## config.mk

```make
export PLATFORM = sky130hd
export DESIGN_NAME = sklansky_subtractor_pipe
export DESIGN_NICKNAME = d
export VERILOG_FILES = /design/src/rtl/sklansky_subtractor_pipe.sv
export SDC_FILE = /design/constraint.sdc
export NUM_CORES = 1
export LEC_CHECK = 0
export CORE_ASPECT_RATIO = 1.75
export CORE_MARGIN = 4
export CORE_UTILIZATION = 53
export CTS_BUF_LIST = sky130_fd_sc_hd__clkbuf_8 sky130_fd_sc_hd__clkbuf_16
export DETAILED_ROUTE_END_ITERATION = 16
export PLACE_DENSITY = 0.87
export SYNTH_ARGS = -nofsm -noshare
export SYNTH_HDL_FRONTEND = slang
export SYNTH_SLANG_ARGS = --single-unit
```

## constraint.sdc

```tcl
create_clock -name CLK -period 1.3 [get_ports CLK]
set_clock_uncertainty 0.05 [all_clocks]
set_input_delay 0.13 -clock CLK [delete_from_list [all_inputs] [get_ports CLK]]
set_output_delay 0.13 -clock CLK [all_outputs]
set_load 0.03 [all_outputs]
```

## src/rtl/sklansky_subtractor_pipe.sv

```systemverilog
// Pipelined WIDTH-bit subtractor (A + ~B + 1) built on a Sklansky prefix network,
// one register per prefix level, with a single global valid/ready enable.
module sklansky_subtractor_pipe #(
    parameter int WIDTH = 16
) (
    input  logic             CLK,
    input  logic             RST,
    input  logic             IN_VALID,
    output logic             IN_READY,
    input  logic [WIDTH-1:0] A,
    input  logic [WIDTH-1:0] B,
    output logic             OUT_VALID,
    input  logic             OUT_READY,
    output logic [WIDTH-1:0] DIFF,
    output logic             BO,
    output logic             OVF,
    output logic             ZERO
);
    localparam int LEVELS = $clog2(WIDTH);

    // Index k holds the register after stage k (0 = operand terms, LEVELS = last level).
    logic [LEVELS:0]              vld_q, vld_d;
    logic [LEVELS:0]              amsb_q, amsb_d;
    logic [LEVELS:0]              bmsb_q, bmsb_d;
    logic [LEVELS:0][WIDTH-1:0]   p_q, p_d;
    logic [LEVELS:0][WIDTH-1:0]   g_q, g_d;
    // T is not needed after the last level.
    logic [LEVELS-1:0][WIDTH-1:0] t_q, t_d;

    logic             ovld_q, ovld_d;
    logic [WIDTH-1:0] diff_q, diff_d;
    logic             bo_q, bo_d;
    logic             ovf_q, ovf_d;
    logic             zero_q, zero_d;

    logic             en;
    logic [WIDTH-1:0] nb;

    always_comb begin
        en     = ~ovld_q | OUT_READY;
        nb     = ~B;
        vld_d  = vld_q;
        amsb_d = amsb_q;
        bmsb_d = bmsb_q;
        p_d    = p_q;
        g_d    = g_q;
        t_d    = t_q;
        ovld_d = ovld_q;
        diff_d = diff_q;
        bo_d   = bo_q;
        ovf_d  = ovf_q;
        zero_d = zero_q;
        if (en) begin
            vld_d[0] = IN_VALID;
            if (IN_VALID) begin
                p_d[0]    = A ^ nb;
                t_d[0]    = A | nb;
                g_d[0]    = A & nb;
                // Carry-in of 1 folded into bit 0.
                g_d[0][0] = (A[0] & nb[0]) | (A[0] | nb[0]);
                amsb_d[0] = A[WIDTH-1];
                bmsb_d[0] = B[WIDTH-1];
            end
            for (int k = 1; k <= LEVELS; k++) begin
                vld_d[k]  = vld_q[k-1];
                amsb_d[k] = amsb_q[k-1];
                bmsb_d[k] = bmsb_q[k-1];
                p_d[k]    = p_q[k-1];
                g_d[k]    = g_q[k-1];
                if (k < LEVELS) begin
                    t_d[k] = t_q[k-1];
                end
                for (int i = 0; i < WIDTH; i++) begin
                    if (((i >> (k - 1)) & 1) == 1) begin
                        // Partner is the top bit of the lower half of this 2^k block.
                        g_d[k][i] = g_q[k-1][i]
                                    | (t_q[k-1][i] & g_q[k-1][((i >> k) << k) + (1 << (k - 1)) - 1]);
                        if (k < LEVELS) begin
                            t_d[k][i] = t_q[k-1][i]
                                        & t_q[k-1][((i >> k) << k) + (1 << (k - 1)) - 1];
                        end
                    end
                end
            end
            ovld_d    = vld_q[LEVELS];
            diff_d[0] = ~p_q[LEVELS][0];
            for (int i = 1; i < WIDTH; i++) begin
                diff_d[i] = p_q[LEVELS][i] ^ g_q[LEVELS][i-1];
            end
            bo_d   = ~g_q[LEVELS][WIDTH-1];
            ovf_d  = (amsb_q[LEVELS] != bmsb_q[LEVELS]) && (diff_d[WIDTH-1] != amsb_q[LEVELS]);
            zero_d = (diff_d == '0);
        end
    end

    always_ff @(posedge CLK) begin
        if (RST) begin
            vld_q  <= '0;
            amsb_q <= '0;
            bmsb_q <= '0;
            p_q    <= '0;
            g_q    <= '0;
            t_q    <= '0;
            ovld_q <= 1'b0;
            diff_q <= '0;
            bo_q   <= 1'b0;
            ovf_q  <= 1'b0;
            zero_q <= 1'b0;
        end else begin
            vld_q  <= vld_d;
            amsb_q <= amsb_d;
            bmsb_q <= bmsb_d;
            p_q    <= p_d;
            g_q    <= g_d;
            t_q    <= t_d;
            ovld_q <= ovld_d;
            diff_q <= diff_d;
            bo_q   <= bo_d;
            ovf_q  <= ovf_d;
            zero_q <= zero_d;
        end
    end

    assign IN_READY  = en;
    assign OUT_VALID = ovld_q;
    assign DIFF      = diff_q;
    assign BO        = bo_q;
    assign OVF       = ovf_q;
    assign ZERO      = zero_q;

endmodule

```

==> results.ini <==
[finish]
num_antenna_cells=0
final_nets=1319
instances_no_fill=1492
area_growth_pct=60.4
drive_gt1_frac=0.474
fillCellCount=587
final_area_mm2=0.0147

[clock_tree]
clk_latency_ns=0.54
cts_root_buf=clkbuf_16
cts-root-to-sink-buffers=3
path_clk_slew_ns=0.07
tritoncts=done
clock-sinks=244
cts_made_buffers=20
htree_levels=1

[floorplanning]
io_pins=57
die_y_um=182
fp.dieW_um=107
dieArea_mm2=0.0196
core.rowCount=63
fp.coreArea_mm2=0.0169
start_util=0.542

[synthesis]
ys.flop_type=dfxtp_1
synth_common_cells=nand2_1 (336), dfxtp_1 (244), a21oi_1 (177), nor2_1 (69), a211oi_1 (57)
netlist-cell-type-count=27
syn_nets=1176
netlist_instances=1109
synth_edf_count=0
synth_seq_cells=244
synth_area_per_cell_um2=8.28
ys.warnings.count=0
seq_area_frac_synth=0.532
netlist.area_leader.share=0.532
yosysMostFrequentCell=nand2_1
synth.area.top_cells=dfxtp_1 (53%), nand2_1 (14%), a21oi_1 (9.6%)
synthArstFlopShare=0
synth_area_mm2=0.00918
synth_top_cell_by_area=dfxtp_1

[sta]
worst_hold_slack_ns=0.316
fmax_ghz=0.490
hold_viol=0
setup_ws_ns=-0.743
tightest_slew_ns=0.547
slew_headroom=0.635
period_needed_ns=2.04
rsz0062_at_grt=true
min_period_over_period=1.57
setup_violations=235
drv_slew=0

[routing]
wire_per_inst_um=31.4
num_vias=10300
vias_per_cell=6.92
drtAntennaViolNets=0
drtPass1Iterations=6
drt-total-wl_mm=46.9
drtIter0Drc=1435
drcViolationCount=0

[setup_path]
rr_worst_depth=8
max_stage_delay_ns=0.46
critPathLaunchType=flop
critical-path-top-delay-family=buffers and inverters
cp.buffers_inverters=5
cp-startpoint=OUT_VALID$_SDFFE_PP0P_
timing.critical_path.mode_cell=buf_8
cp.depth=8
path_cells=nor2b_4, buf_6, buf_8, buf_16, buf_4, buf_8, nand2_1, a21oi_1
slowest_stage=a21oi_1
r2r_start=OUT_VALID$_SDFFE_PP0P_
cp-endpoint=t_q[58]$_SDFFE_PP0P_
cp.arrival_ns=2.36
crit_fanout=9
crit_type=flop to flop
worstSetupEndpointType=flop
regToRegSetupSlack_ns=-0.74
worstPathRequired_ns=1.62
r2r_end=t_q[58]$_SDFFE_PP0P_

[placement]
finalWeightedCongestion=0.788
dp_hpwl_mm=14.0
placedCellCount=1383
dpl_cell_area_mm2=0.0105
port_buffers=56

[global_routing]
overflow=0
antenna_found_initial=0
grt_pass1_vias=9269
grt_pass1_wl_mm=48.6
gr-usage-all-layers=0.313
grt_max_degree=55

[min_path]
hp-class=primary input to flop
min_path_cells=3

[run]
cap_violations=0

[status]
status=finished, violations left
violations=setup timing

[pwr]
p_leak_nw=6.07
powerDensity_mw_per_mm2=1110
irDropWorstVdd_v=0.00164

flip-flops by register name (all words and copies together), names as in the netlist:
| name | count |
|---|---|
| g_q | 80 |
| p_q | 80 |
| t_q | 49 |
| DIFF | 16 |
| amsb_q | 5 |
| bmsb_q | 5 |
| vld_q | 5 |
| BO | 1 |
| OUT_VALID | 1 |
| OVF | 1 |
| ZERO | 1 |
how the worst min path moves through the flow:
| stage | start | endpoint | slack (ns) |
|---|---|---|---|
| after floorplan | A[15] | amsb_q[0]$_SDFFE_PP0P_ | 0.22 |
| after global placement | p_q[37]$_SDFFE_PP0P_ | p_q[37]$_SDFFE_PP0P_ | 0.39 |
| after detailed placement | g_q[40]$_SDFFE_PP0P_ | g_q[40]$_SDFFE_PP0P_ | 0.40 |
| after CTS | B[0] | g_q[0]$_SDFFE_PP0P_ | 0.29 |
| after global routing | A[15] | amsb_q[0]$_SDFFE_PP0P_ | 0.31 |
| final | B[0] | g_q[0]$_SDFFE_PP0P_ | 0.32 |
worst reg2reg max path, cell delays in order (launching register included):
cell and delay [ns]:
dfxtp_4 0.34, nor2b_4 0.20, buf_6 0.16, buf_8 0.14, buf_16 0.16, buf_4 0.14, buf_8 0.13, nand2_1 0.09
a21oi_1 0.46
through the flow:
step	setup slack, ns	util	setup TNS (ns)	power [W]
after floorplan	-0.102	-	-5.85	0.00848
after global placement	-0.382	0.617	-66.45	0.00881
after detailed placement	-0.414	0.617	-73.99	0.00885
after CTS	-0.272	0.738	-37.02	0.0154
after global routing	-0.739	0.869	-67.08	0.0166
final	-0.743	0.869	-60.89	0.0164
cell usage in the layout (no fill, tap or decap), types with 8 or more instances in the layout:
cell type        synthesis  routed
nand2_2                  0      82
nor3_1                  33      14
a211oi_4                 0      14
buf_4                    1      42
buf_2                   44      17
clkbuf_16                0      41
nand2_1                336     178
dfxtp_2                  0       8
nor2_4                   0      33
nor2_1                  69      24
a21oi_1                177      78
a21oi_2                  0      97
buf_12                   0      38
nor2_2                   0      12
buf_8                    0      14
buf_16                   0      19
a211oi_1                57      16
a211oi_2                 7      34
ha_1                    31      31
clkdlybuf4s50_1          0      34
nor3_2                   0      19
buf_6                    3      15
nand2_4                  0      75
inv_1                   31      32
dfxtp_1                244     235
nand3_2                  0       8
what timing repair did:
action / 4_1_cts / 5_1_grt
endpoints found under the hold margin: 14 / 0
setup buffers: 22 / 16
hold buffers: 1 / 0
endpoints found under the setup margin: 236 / 234
gates resized for setup: 275 / 418
gates cloned: 20 / 21
pin swaps: 46 / 131
power by group:
part | switching [W] | leakage, nW | internal (W)
registers | 0.000340 | 1.99 | 0.00769
clock network | 0.00305 | 0.359 | 0.00374
logic | 0.000887 | 3.73 | 0.000663
area by class of cell:
cell class / instances / area [um2] / area share
Timing Repair Buffer: 202 / 2960 / 0.201
Multi-Input combinational cell: 752 / 5750 / 0.391
Tap cell: 227 / 284 / 0.0193
Sequential cell: 244 / 4900 / 0.333
Inverter: 32 / 125 / 0.00850
Clock buffer: 28 / 622 / 0.0422
Clock inverter: 7 / 85.1 / 0.00578
per-layer routing:
layer  vias to the layer above  global-route usage  wire length (um)
met5                         -                   0                 0
met4                         0               0.238              6270
met3                       498              0.0425              5480
met2                      1129               0.552             21000
met1                      4746               0.330             14100
li1                       3948                   -                 -
kinds of logic after synthesis:
group | count (synthesis) | synth area share
AO/OA/AOI/OAI | 242 | 0.154
XOR/XNOR | 15 | 0.0168
adder cells (fa/ha/maj) | 31 | 0.0423
buffers and inverters | 113 | 0.0551
flip-flops | 244 | 0.532
AND/OR/NAND/NOR | 464 | 0.200
Note: power is estimated with default switching activity, not from simulation.
==> RTL edit: new RTL, config.mk and constraints unchanged <==
The parameter `WIDTH` goes from 16 to 32.
--- a/src/rtl/sklansky_subtractor_pipe.sv
+++ b/src/rtl/sklansky_subtractor_pipe.sv
@@ -2,5 +2,5 @@
 // one register per prefix level, with a single global valid/ready enable.
 module sklansky_subtractor_pipe #(
-    parameter int WIDTH = 16
+    parameter int WIDTH = 32
 ) (
     input  logic             CLK,
Ports: changed (resized A, B and DIFF); port bits go from 57 to 105. No check against the original RTL was run, so the function may have changed too.
==> RTL edit against the original RTL <==
  * The flow still finishes with violations (negative setup slack)
  * Largest cell class is now sequential cells
  * Power grew 110%
  * Clock power grew 110%
  * First-iteration DRC count grew 39%
  * Via count grew 88%
  * Cell count grew 120%
  * Hold slack lost 0.089 ns
  * Area after synthesis grew 130%
  * Critical path type unchanged
  * Highest routed layer unchanged
  * Sequential share of layout area grew 8.4 points
  * Setup slack gained 0.13 ns
  * Largest power group unchanged
  * Final area grew 85%
  * Sequential cell count grew 323
  * Wire length grew 37%
==> RTL edit: results (changes against the original RTL) <==
DP HPWL: 31.61 mm (+130%)
slowest cell on the critical path: dfxtp_4
largest fanout on the critical path: 5 (-4)
nets: 2835 (+110%)
# fillers: 2436 (+310%)
final setup violation count: 579 (+150%)
# resized after CTS: 273 (-0.73%)
largest net degree at the start of global routing: 66 (+20%)
CTS clk-pin slew, worst paths: 0.08 ns
Leak Pwr: 10.18 nW (+68%)
vias in the first global route: 18140 (+96%)
port bufs: 104 (+86%)
post-synth net total: 2698 (+130%)
CP peak stage delay: 0.34 ns (-0.12 ns)
Area contributors post-synth: dfxtp_1 54%, nand2_1 14%, a21oi_1 9.9%, a211oi_1 4.2%, ha_1 3.7%
Warnings, synthesis: 0 (unchanged)
Slew HR: 58.90% (-4.6 points)
compound-gate portion of the synthesized area: 15.66% (+0.30 points)
post-CTS setup buffer count: 17 (-23%)
register area share after synthesis: 53.59% (+0.39 points)
fraction of layout cells with a size suffix above 1: 19.55% (-28 points)
GR Util All Layers: 24.68% (-6.6 points)
drt initial violations: 1994 (+39%)
XOR/XNOR Fraction of Synth Area: 1.282% (-0.39 points)
met3 WL: 4.544 mm (-17%)
WL met2: 31.84 mm (+52%)
max layer used: met4
Worst Path Arrival: 2.32 ns (-0.04 ns)
Worst-Skew Late Latency: 0.57 ns (+0.03 ns)
biggest regs: g_q: 192 flops, p_q: 192 flops, t_q: 129 flops
wire length per cell: 19.83 um (-37%)
CTS Buf Count: 46 (+130%)
htree depth: 2 (+1)
first-pass GRT wire length: 90.89 mm (+87%)
Peak VDD IR: 907.4 uV (-45%)
crit-path leading delay family: buffers and inverters
DRT Pass-1 Iters: 8 (+2)
RD Place Congestion: 0.8391 (+6.5%)
failing checks: negative setup slack
distinct cell type count after synthesis: 26 (-3.7%)
antenna diode count: 0 (unchanged)
mux share of post-synthesis cell area: 0% (unchanged)
post-synthesis adder-cell area fraction: 3.722% (-0.50 points)
via/cell ratio: 6.018 (-13%)
Fin Setup TNS: -198.81 ns (-137.92 ns)
worst setup margin: -0.6168 ns (+0.1260 ns)
synth cell count leaders: 790 x nand2_1, 567 x dfxtp_1, 420 x a21oi_1
wl on met1: 22.88 mm (+62%)
status: finished with violations
clock root buffer: clkbuf_16
initial antenna violation count: 0 (unchanged)
HP Class: in -> reg
## RTL edit: cell types whose count changed in the layout (fill, tap and decap cells not counted), sizes merged, moves of 47 or more
cell,before,now
nand2,336,790
dfxtp,244,567
a21oi,177,420
nor2,69,150
a211oi,64,144
buf,145,199
nor3,33,81
inv,34,81
## RTL edit: worst paths after layout
check / cells after the start / start / endpoint
setup / recovery: 9 / OUT_VALID / t_q[6]
hold / removal: 4 / A[0] / g_q[0]
setup reg to reg: 9 / OUT_VALID / t_q[6]
hold reg to reg: 2 / p_q[137] / p_q[137]
## RTL edit: final cells by class
| class | count | area share, % |
|---|---|---|
| Sequential cell | 567 | 41.63 |
| Multi-Input combinational cell | 1743 | 35.77 |
| Timing Repair Buffer | 282 | 13.79 |
| Clock buffer | 54 | 4.624 |
| Tap cell | 490 | 2.248 |
| Clock inverter | 31 | 0.9909 |
| Inverter | 64 | 0.9404 |
## RTL edit: where the power goes
part	internal [W]	leakage [nW]	total [W]	switching, W
logic	0.000979	4.77	0.00222	0.00124
clock network	0.00777	0.803	0.0143	0.00648
registers	0.0178	4.60	0.0182	0.000402
total	0.0265	10.2	0.0347	0.00813
## RTL edit: routing by layer
layer	up-vias	global-route usage, %
li1	8753	-
met1	9155	28.50
met2	1165	44.56
met3	370	3.316
met4	0	12.57
met5	-	0
## RTL edit: stage by stage
stage	instance area [sq um]	hold WS [ns]	setup slack [ns]	cells
5_1_grt	27270	0.2313	-0.5741	3231
3_5_place_dp	23570	0.3932	-0.5312	3092
3_3_place_gp	23570	0.3875	-0.5148	3092
6_report	27270	0.2269	-0.6168	3231
4_1_cts	26360	0.1858	-0.5180	3215
2_1_floorplan	21690	0.2228	-0.1254	2567
